$ cat config.mk
export PLATFORM = sky130hd
export DESIGN_NAME = regfile_arbiter
export DESIGN_NICKNAME = d
export VERILOG_FILES = /design/src/rtl/regfile_arbiter.sv
export SDC_FILE = /design/constraint.sdc
export NUM_CORES = 1
export LEC_CHECK = 0
export CAP_MARGIN = 20
export CORE_ASPECT_RATIO = 1.4
export CORE_MARGIN = 4
export CORE_UTILIZATION = 42
export DETAILED_ROUTE_END_ITERATION = 12
export PLACE_DENSITY = 0.85
export SLEW_MARGIN = 20
export SYNTH_ARGS = -nofsm -noshare
export SYNTH_HDL_FRONTEND = slang
export SYNTH_SLANG_ARGS = --single-unit
$ cat constraint.sdc
create_clock -name clk -period 3 [get_ports clk]
set_input_delay 0.6 -clock clk [delete_from_list [all_inputs] [get_ports clk]]
set_output_delay 0.6 -clock clk [all_outputs]
set_load 0.03 [all_outputs]
$ cat src/rtl/regfile_arbiter.sv
// Two-client round-robin arbiter and sequencer for a shared 4 x 8 register file.
// Grants at most one access per cycle, drives the file's write/read ports, returns
// registered read data to the issuing client and supports a bounded atomic lock.
module regfile_arbiter #(
    parameter int unsigned DATA_W   = 8,
    parameter int unsigned ADDR_W   = 2,
    parameter int unsigned LOCK_MAX = 4
) (
    input  logic              clk,
    input  logic              reset,

    input  logic              a_req,
    input  logic              a_we,
    input  logic              a_lock,
    input  logic [ADDR_W-1:0] a_addr,
    input  logic [DATA_W-1:0] a_wdata,
    output logic              a_gnt,
    output logic              a_rvalid,
    output logic [DATA_W-1:0] a_rdata,
    output logic              a_lock_lost,

    input  logic              b_req,
    input  logic              b_we,
    input  logic              b_lock,
    input  logic [ADDR_W-1:0] b_addr,
    input  logic [DATA_W-1:0] b_wdata,
    output logic              b_gnt,
    output logic              b_rvalid,
    output logic [DATA_W-1:0] b_rdata,
    output logic              b_lock_lost,

    output logic              rf_write_enable,
    output logic [ADDR_W-1:0] rf_write_address,
    output logic [DATA_W-1:0] rf_write_data,
    output logic [ADDR_W-1:0] rf_read_address,
    input  logic [DATA_W-1:0] rf_read_data
);

    localparam logic [3:0] LockMax = 4'(LOCK_MAX);

    typedef enum logic [1:0] {StNone, StOwnA, StOwnB} owner_e;

    owner_e            owner_q, owner_d;
    logic              last_b_q, last_b_d;   // 1: B was served last, so A wins a tie
    logic [3:0]        hold_q, hold_d;
    logic              a_rvalid_q, a_rvalid_d;
    logic              b_rvalid_q, b_rvalid_d;
    logic [DATA_W-1:0] a_rdata_q, a_rdata_d;
    logic [DATA_W-1:0] b_rdata_q, b_rdata_d;
    logic              a_lost_q, a_lost_d;
    logic              b_lost_q, b_lost_d;

    logic              any_gnt;
    logic              sel_we;
    logic              sel_lock;
    logic [3:0]        cnt_inc;

    // Arbitration: an owner that still requests is exclusive; otherwise round-robin.
    always_comb begin
        a_gnt = 1'b0;
        b_gnt = 1'b0;
        if (owner_q == StOwnA && a_req) begin
            a_gnt = 1'b1;
        end else if (owner_q == StOwnB && b_req) begin
            b_gnt = 1'b1;
        end else if (a_req && b_req) begin
            if (last_b_q) begin
                a_gnt = 1'b1;
            end else begin
                b_gnt = 1'b1;
            end
        end else if (a_req) begin
            a_gnt = 1'b1;
        end else if (b_req) begin
            b_gnt = 1'b1;
        end
    end

    // Register file port drive from the granted client; all zero when idle.
    always_comb begin
        any_gnt          = a_gnt | b_gnt;
        sel_we           = 1'b0;
        sel_lock         = 1'b0;
        rf_write_enable  = 1'b0;
        rf_write_address = '0;
        rf_write_data    = '0;
        rf_read_address  = '0;
        if (a_gnt) begin
            sel_we           = a_we;
            sel_lock         = a_lock;
            rf_write_enable  = a_we;
            rf_write_address = a_addr;
            rf_write_data    = a_wdata;
            rf_read_address  = a_addr;
        end else if (b_gnt) begin
            sel_we           = b_we;
            sel_lock         = b_lock;
            rf_write_enable  = b_we;
            rf_write_address = b_addr;
            rf_write_data    = b_wdata;
            rf_read_address  = b_addr;
        end
    end

    // Next state: lock ownership, hold counter, round-robin pointer and read return.
    always_comb begin
        owner_d    = owner_q;
        last_b_d   = last_b_q;
        hold_d     = hold_q;
        a_lost_d   = 1'b0;
        b_lost_d   = 1'b0;
        cnt_inc    = 4'd1;
        a_rvalid_d = a_gnt & ~a_we;
        b_rvalid_d = b_gnt & ~b_we;
        a_rdata_d  = (a_gnt && !a_we) ? rf_read_data : a_rdata_q;
        b_rdata_d  = (b_gnt && !b_we) ? rf_read_data : b_rdata_q;

        if (any_gnt) begin
            last_b_d = b_gnt;
            if (sel_lock) begin
                // A change of owner restarts the count at this grant.
                if ((owner_q == StOwnA && a_gnt) || (owner_q == StOwnB && b_gnt)) begin
                    cnt_inc = hold_q + 4'd1;
                end
                if (cnt_inc >= LockMax) begin
                    owner_d  = StNone;
                    hold_d   = 4'd0;
                    a_lost_d = a_gnt;
                    b_lost_d = b_gnt;
                end else begin
                    owner_d = a_gnt ? StOwnA : StOwnB;
                    hold_d  = cnt_inc;
                end
            end else begin
                owner_d = StNone;
                hold_d  = 4'd0;
            end
        end else if (owner_q != StNone) begin
            // Owner dropped its request and nobody else took the file.
            owner_d = StNone;
            hold_d  = 4'd0;
        end
    end

    // State registers with asynchronous active-low reset.
    always_ff @(posedge clk or negedge reset) begin
        if (!reset) begin
            owner_q    <= StNone;
            last_b_q   <= 1'b1;
            hold_q     <= 4'd0;
            a_rvalid_q <= 1'b0;
            b_rvalid_q <= 1'b0;
            a_rdata_q  <= '0;
            b_rdata_q  <= '0;
            a_lost_q   <= 1'b0;
            b_lost_q   <= 1'b0;
        end else begin
            owner_q    <= owner_d;
            last_b_q   <= last_b_d;
            hold_q     <= hold_d;
            a_rvalid_q <= a_rvalid_d;
            b_rvalid_q <= b_rvalid_d;
            a_rdata_q  <= a_rdata_d;
            b_rdata_q  <= b_rdata_d;
            a_lost_q   <= a_lost_d;
            b_lost_q   <= b_lost_d;
        end
    end

    assign a_rvalid    = a_rvalid_q;
    assign b_rvalid    = b_rvalid_q;
    assign a_rdata     = a_rdata_q;
    assign b_rdata     = b_rdata_q;
    assign a_lock_lost = a_lost_q;
    assign b_lock_lost = b_lost_q;

endmodule
# Word level (Yosys, flattened, before mapping)
# Cells that the tools add are included.
[totals]
input_bits = 36
regBits = 27
out_inout_bits = 35
wordCells = 67
[classes]
reduce_logical = 12
n_mux = 37
n_eq_ne = 2
bitwise = 5
magnitude_cmp = 1
n_addsub = 1
[ops]
columns = ["operator", "count"]
rows = [
  ["4-bit 2-to-1 mux", 7],
  ["1-bit 2-to-1 mux", 21],
  ["8-bit 2-to-1 mux", 2],
  ["2-bit 2-to-1 mux", 7],
  ["1-bit logical AND", 7],
  ["4-bit by 1-bit adder with 4-bit output, second input constant", 1],
  ["4-bit by 3-bit >= comparator with 1-bit output, second input constant", 1],
  ["2-bit nonzero test", 2],
  ["1-bit AND", 2],
  ["2-bit by 1-bit equality test with 1-bit output, second input constant", 1],
  ["2-bit equality test, second input constant", 1],
  ["1-bit zero test", 2],
  ["1-bit inverter", 2],
  ["1-bit logical OR", 1],
  ["1-bit OR", 1],
]

# Longest topological paths before layout
[logic_depth]
ltp_word = 14
depth_mapped = 6
mapped_depth_nobuf = 5

# Worst setup path before layout
# OpenSTA, ideal clock, no wires.
[synth_timing]
kind = "input -> output"
from = "input port b_req"
to = "output port rf_write_address[0]"
arrival_ns = 2.136
slack_ns = 0.264
path_stages = 5
cell_sequence = "buf_2 clkbuf_1 nand2_1 o21ai_0 buf_4"
[synth_via]
elab_chain_len = 7
elab_cells_between_ends = 12
cone_classes = "10 x mux; 2 x reduce/logical"
[synth_rtl]
columns = ["element", "line_no", "text"]
rows = [
  ["start: declaration", "22", "input logic b_req,"],
  ["1-bit 2-to-1 mux", "74", "end else if (b_req) begin"],
  ["1-bit 2-to-1 mux", "72", "end else if (a_req) begin"],
  ["1-bit 2-to-1 mux", "66", "end else if (a_req && b_req) begin"],
  ["1-bit 2-to-1 mux", "64", "end else if (owner_q == StOwnB && b_req) begin"],
  ["1-bit 2-to-1 mux", "62", "if (owner_q == StOwnA && a_req) begin"],
  ["2-bit 2-to-1 mux", "-", ""],
  ["2-bit 2-to-1 mux (*)", "-", ""],
  ["end: declaration", "33", "output logic [ADDR_W-1:0] rf_write_address,"],
]
# Mark *: on every way between the ends. The rest lies on a longest branch, timed or not.

# Final worst setup path
[layout_timing]
from = "input port a_req"
to = "output port rf_write_enable"
[layout_via]
elab_chain_len = 6
elab_cells_between_ends = 12
cone_classes = "10 x mux; 2 x reduce/logical"
[layout_rtl]
columns = ["element", "line_no", "text"]
rows = [
  ["start: declaration", "12", "input logic a_req,"],
  ["1-bit 2-to-1 mux or 1-bit logical AND (tied branches)", "72, 66", ""],
  ["1-bit 2-to-1 mux", "66", ""],
  ["1-bit 2-to-1 mux", "64", ""],
  ["1-bit 2-to-1 mux", "62", ""],
  ["1-bit 2-to-1 mux", "95", "end else if (b_gnt) begin"],
  ["1-bit 2-to-1 mux (*)", "88", "if (a_gnt) begin"],
  ["end: declaration", "32", "output logic rf_write_enable,"],
]
# Marks and branches as above.

==> results.yml <==
worst_setup_path:
  cp_max_fo: 5
  r2r-end: "b_rdata[5]$_DFFE_PN0P_"
  r2r-start: "last_b_q$_DFFE_PN1P_"
  critPathRequiredTime_ns: 2.40
  rr_worst_depth: 5
  regToRegSetupSlack_ns: 1.01
  endpoint_kind: "output pin"
  critical_path_class: "in2out"
  cp.arrival_ns: 2.27
  startpoint_type: "input port"
floorplanning:
  die_x_um: 55.54
  chipHeight_um: 74.55
  ioPinCount: 71
  row_count: 23
  coreArea_um2: 2964
  die-area_um2: 4140
  initial_core_util_pct: 44.83
layout:
  final_common_cell: "clkdlybuf4s50_1"
  antenna_cells: 0
  area_growth_syn_to_layout_pct: 56.21
  utilization_pct: 70.03
  fin_nets: 230
  drive_gt1_share_pct: 22.92
  layout_common_cells: "clkdlybuf4s50_1 (56), nand2_1 (26), dfrtp_1 (26)"
logic_synthesis:
  ys.flop_type: "dfrtp_1"
  async_flop_share_pct: 100.0
  ys_seq_elements: 27
  avgSynthCellArea_um2: 10.98
  synth_nets: 158
  ys_seq_area_share_pct: 50.94
  synthDistinctLibCells: 29
  netlist_area_um2: 1329
  synthCells: 121
  ys_warn_count: 0
  synth_enable_flop_cells: 0
sta:
  worst_pin_slew_ns: 0.6299
  slew_headroom_pct: 57.62
  fin_skew_ns: 0.006061
  setup_ws_ns: 0.1267
  hold_viol_final: 0
  grt_setup_unrepaired: "no"
  report.final.setup_viol: 0
  setup_tns_ns: 0
  post-route-min-period_ns: 2.873
  period_share_pct: 95.78
  max_freq_mhz: 348.0
  timing_max_transition_violations_final: 0
route:
  drtAntennaViolNets: 0
  wl_per_cell_um: 15.44
  drc: 0
  drt_first_pass_iters: 4
  drt_iter0_drc: 34
  drt-total-wl_um: 3535
  vias: 1145
  via_per_inst: 5.000
cts:
  clock-sinks: 27
  post_cts_resized: 0
  cts_tree: "done"
  holdBufCountCts: 0
  numCtsBuffers: 3
  clockBufferDepth: 2
  cts-root-buf: "clkbuf_8"
  clk_latency_ns: 0.27
  postCtsSetupRepairBufs: 0
  cts_htree_levels: 1
  clk_pin_slew_ns: 0.08
global_route:
  grt_pass1_vias: 1160
  grt_pass1_wl_um: 5575
  overflow: 0
  antenna_found_initial: 0
  grt_usage_pct: 17.06
  grt_max_degree: 28
placement:
  place_ws_ns: 0.1261
  dp_hpwl_um: 2905
  gp_congestion: 0.8552
  io_buffers: 70
hold_path:
  hold_path_startpoint: "a_rdata[2]$_DFFE_PN0P_"
  hp-class: "reg2reg"
  min_to: "a_rdata[2]$_DFFE_PN0P_"
  whs_path_depth: 1
outcome:
  status: "finished, final reports clean"
pwr:
  ir_drop_v: 0.0003378
  power_leakage_nw: 0.9370
  power_mw: 1.097
  pwr_density_cell_nw_per_um2: 528.3
job:
  max_cap_viol_count: 0
==> synth_stat cells (2+ instances only) <==
cell      number  area share, %
a41oi_1        2            1.3
and2_1         2           0.94
buf_2          2           0.75
buf_4          3            1.7
clkbuf_1       2           0.57
dfrtp_1       26             49
inv_1          5            1.4
mux2_2         8            6.8
mux2_4         8            9.0
nand2_1       26            7.3
nand3b_1       2            1.1
nor2_1         5            1.4
nor4_1         2           0.94
o21ai_0       11            4.1
o31a_1         2            1.3
o31ai_1        2            1.1
==> flip-flops by register name (all words and copies together) (netlist names) <==
signal       flops
last_b_q         1
hold_q           4
a_rdata          8
owner_q          2
b_rvalid         1
b_lock_lost      1
a_lock_lost      1
a_rvalid         1
b_rdata          8
==> worst max-delay path: stages <==
cell,delay [ns]
clkdlybuf4s50_1,0.54
inv_1,0.09
a31oi_4,0.19
a21oi_1,0.06
nor2_1,0.09
clkdlybuf4s50_1,0.69
==> power breakdown <==
group / internal, mW / leakage (nW) / total [mW] / switching, mW
Clock: 0.0940 / 0.0217 / 0.199 / 0.105
Sequential: 0.417 / 0.334 / 0.450 / 0.0333
Combinational: 0.216 / 0.581 / 0.447 / 0.232
==> logic make-up after synthesis <==
logic type                 synth area share, %
buffers and inverters                    5.273
AOI/OAI and AO/OA                        12.71
muxes                                    15.82
adders and majority gates               0.9415
and+or+nand+nor                          13.65
DFF                                      50.94
xor gates and xnor gates                0.6593
==> per-stage QoR <==
step	std cells	cell area [um^2]	hold WS, ns
after floorplan	121	1329	0.3044
after global placement	225	2027	0.4914
after detailed placement	225	2027	0.4946
after CTS	229	2076	0.5159
after global routing	229	2076	0.5313
final	229	2076	0.5120
==> metal layers <==
| metal | track usage [%] | share of wire [%] |
|---|---|---|
| met5 | 0 | 0 |
| met4 | 8.378 | 2.0 |
| met3 | 2.951 | 6.1 |
| met2 | 29.61 | 53 |
| met1 | 20.64 | 39 |
==> worst max-delay path by stage <==
| stage | start | end | slack (ns) |
|---|---|---|---|
| floorplan | b_req | rf_write_address[0] | 0.26 |
| global placement | a_req | rf_write_enable | 0.17 |
| detailed placement | a_req | rf_write_enable | 0.13 |
| CTS | a_req | rf_write_enable | 0.12 |
| global route | a_req | rf_write_enable | 0.05 |
| finish | a_req | rf_write_enable | 0.13 |
==> cell type report <==
| cell class | instances | area (um^2) |
|---|---|---|
| sequential | 27 | 676.9 |
| multi-input combinational | 81 | 581.8 |
| fill | 220 | 888.4 |
| inverter | 5 | 18.77 |
| tap | 37 | 46.29 |
| clock inverter | 1 | 7.507 |
| clock buffer | 3 | 41.29 |
| timing repair buffer | 75 | 703.2 |
Power figures use the tool's default switching activity.
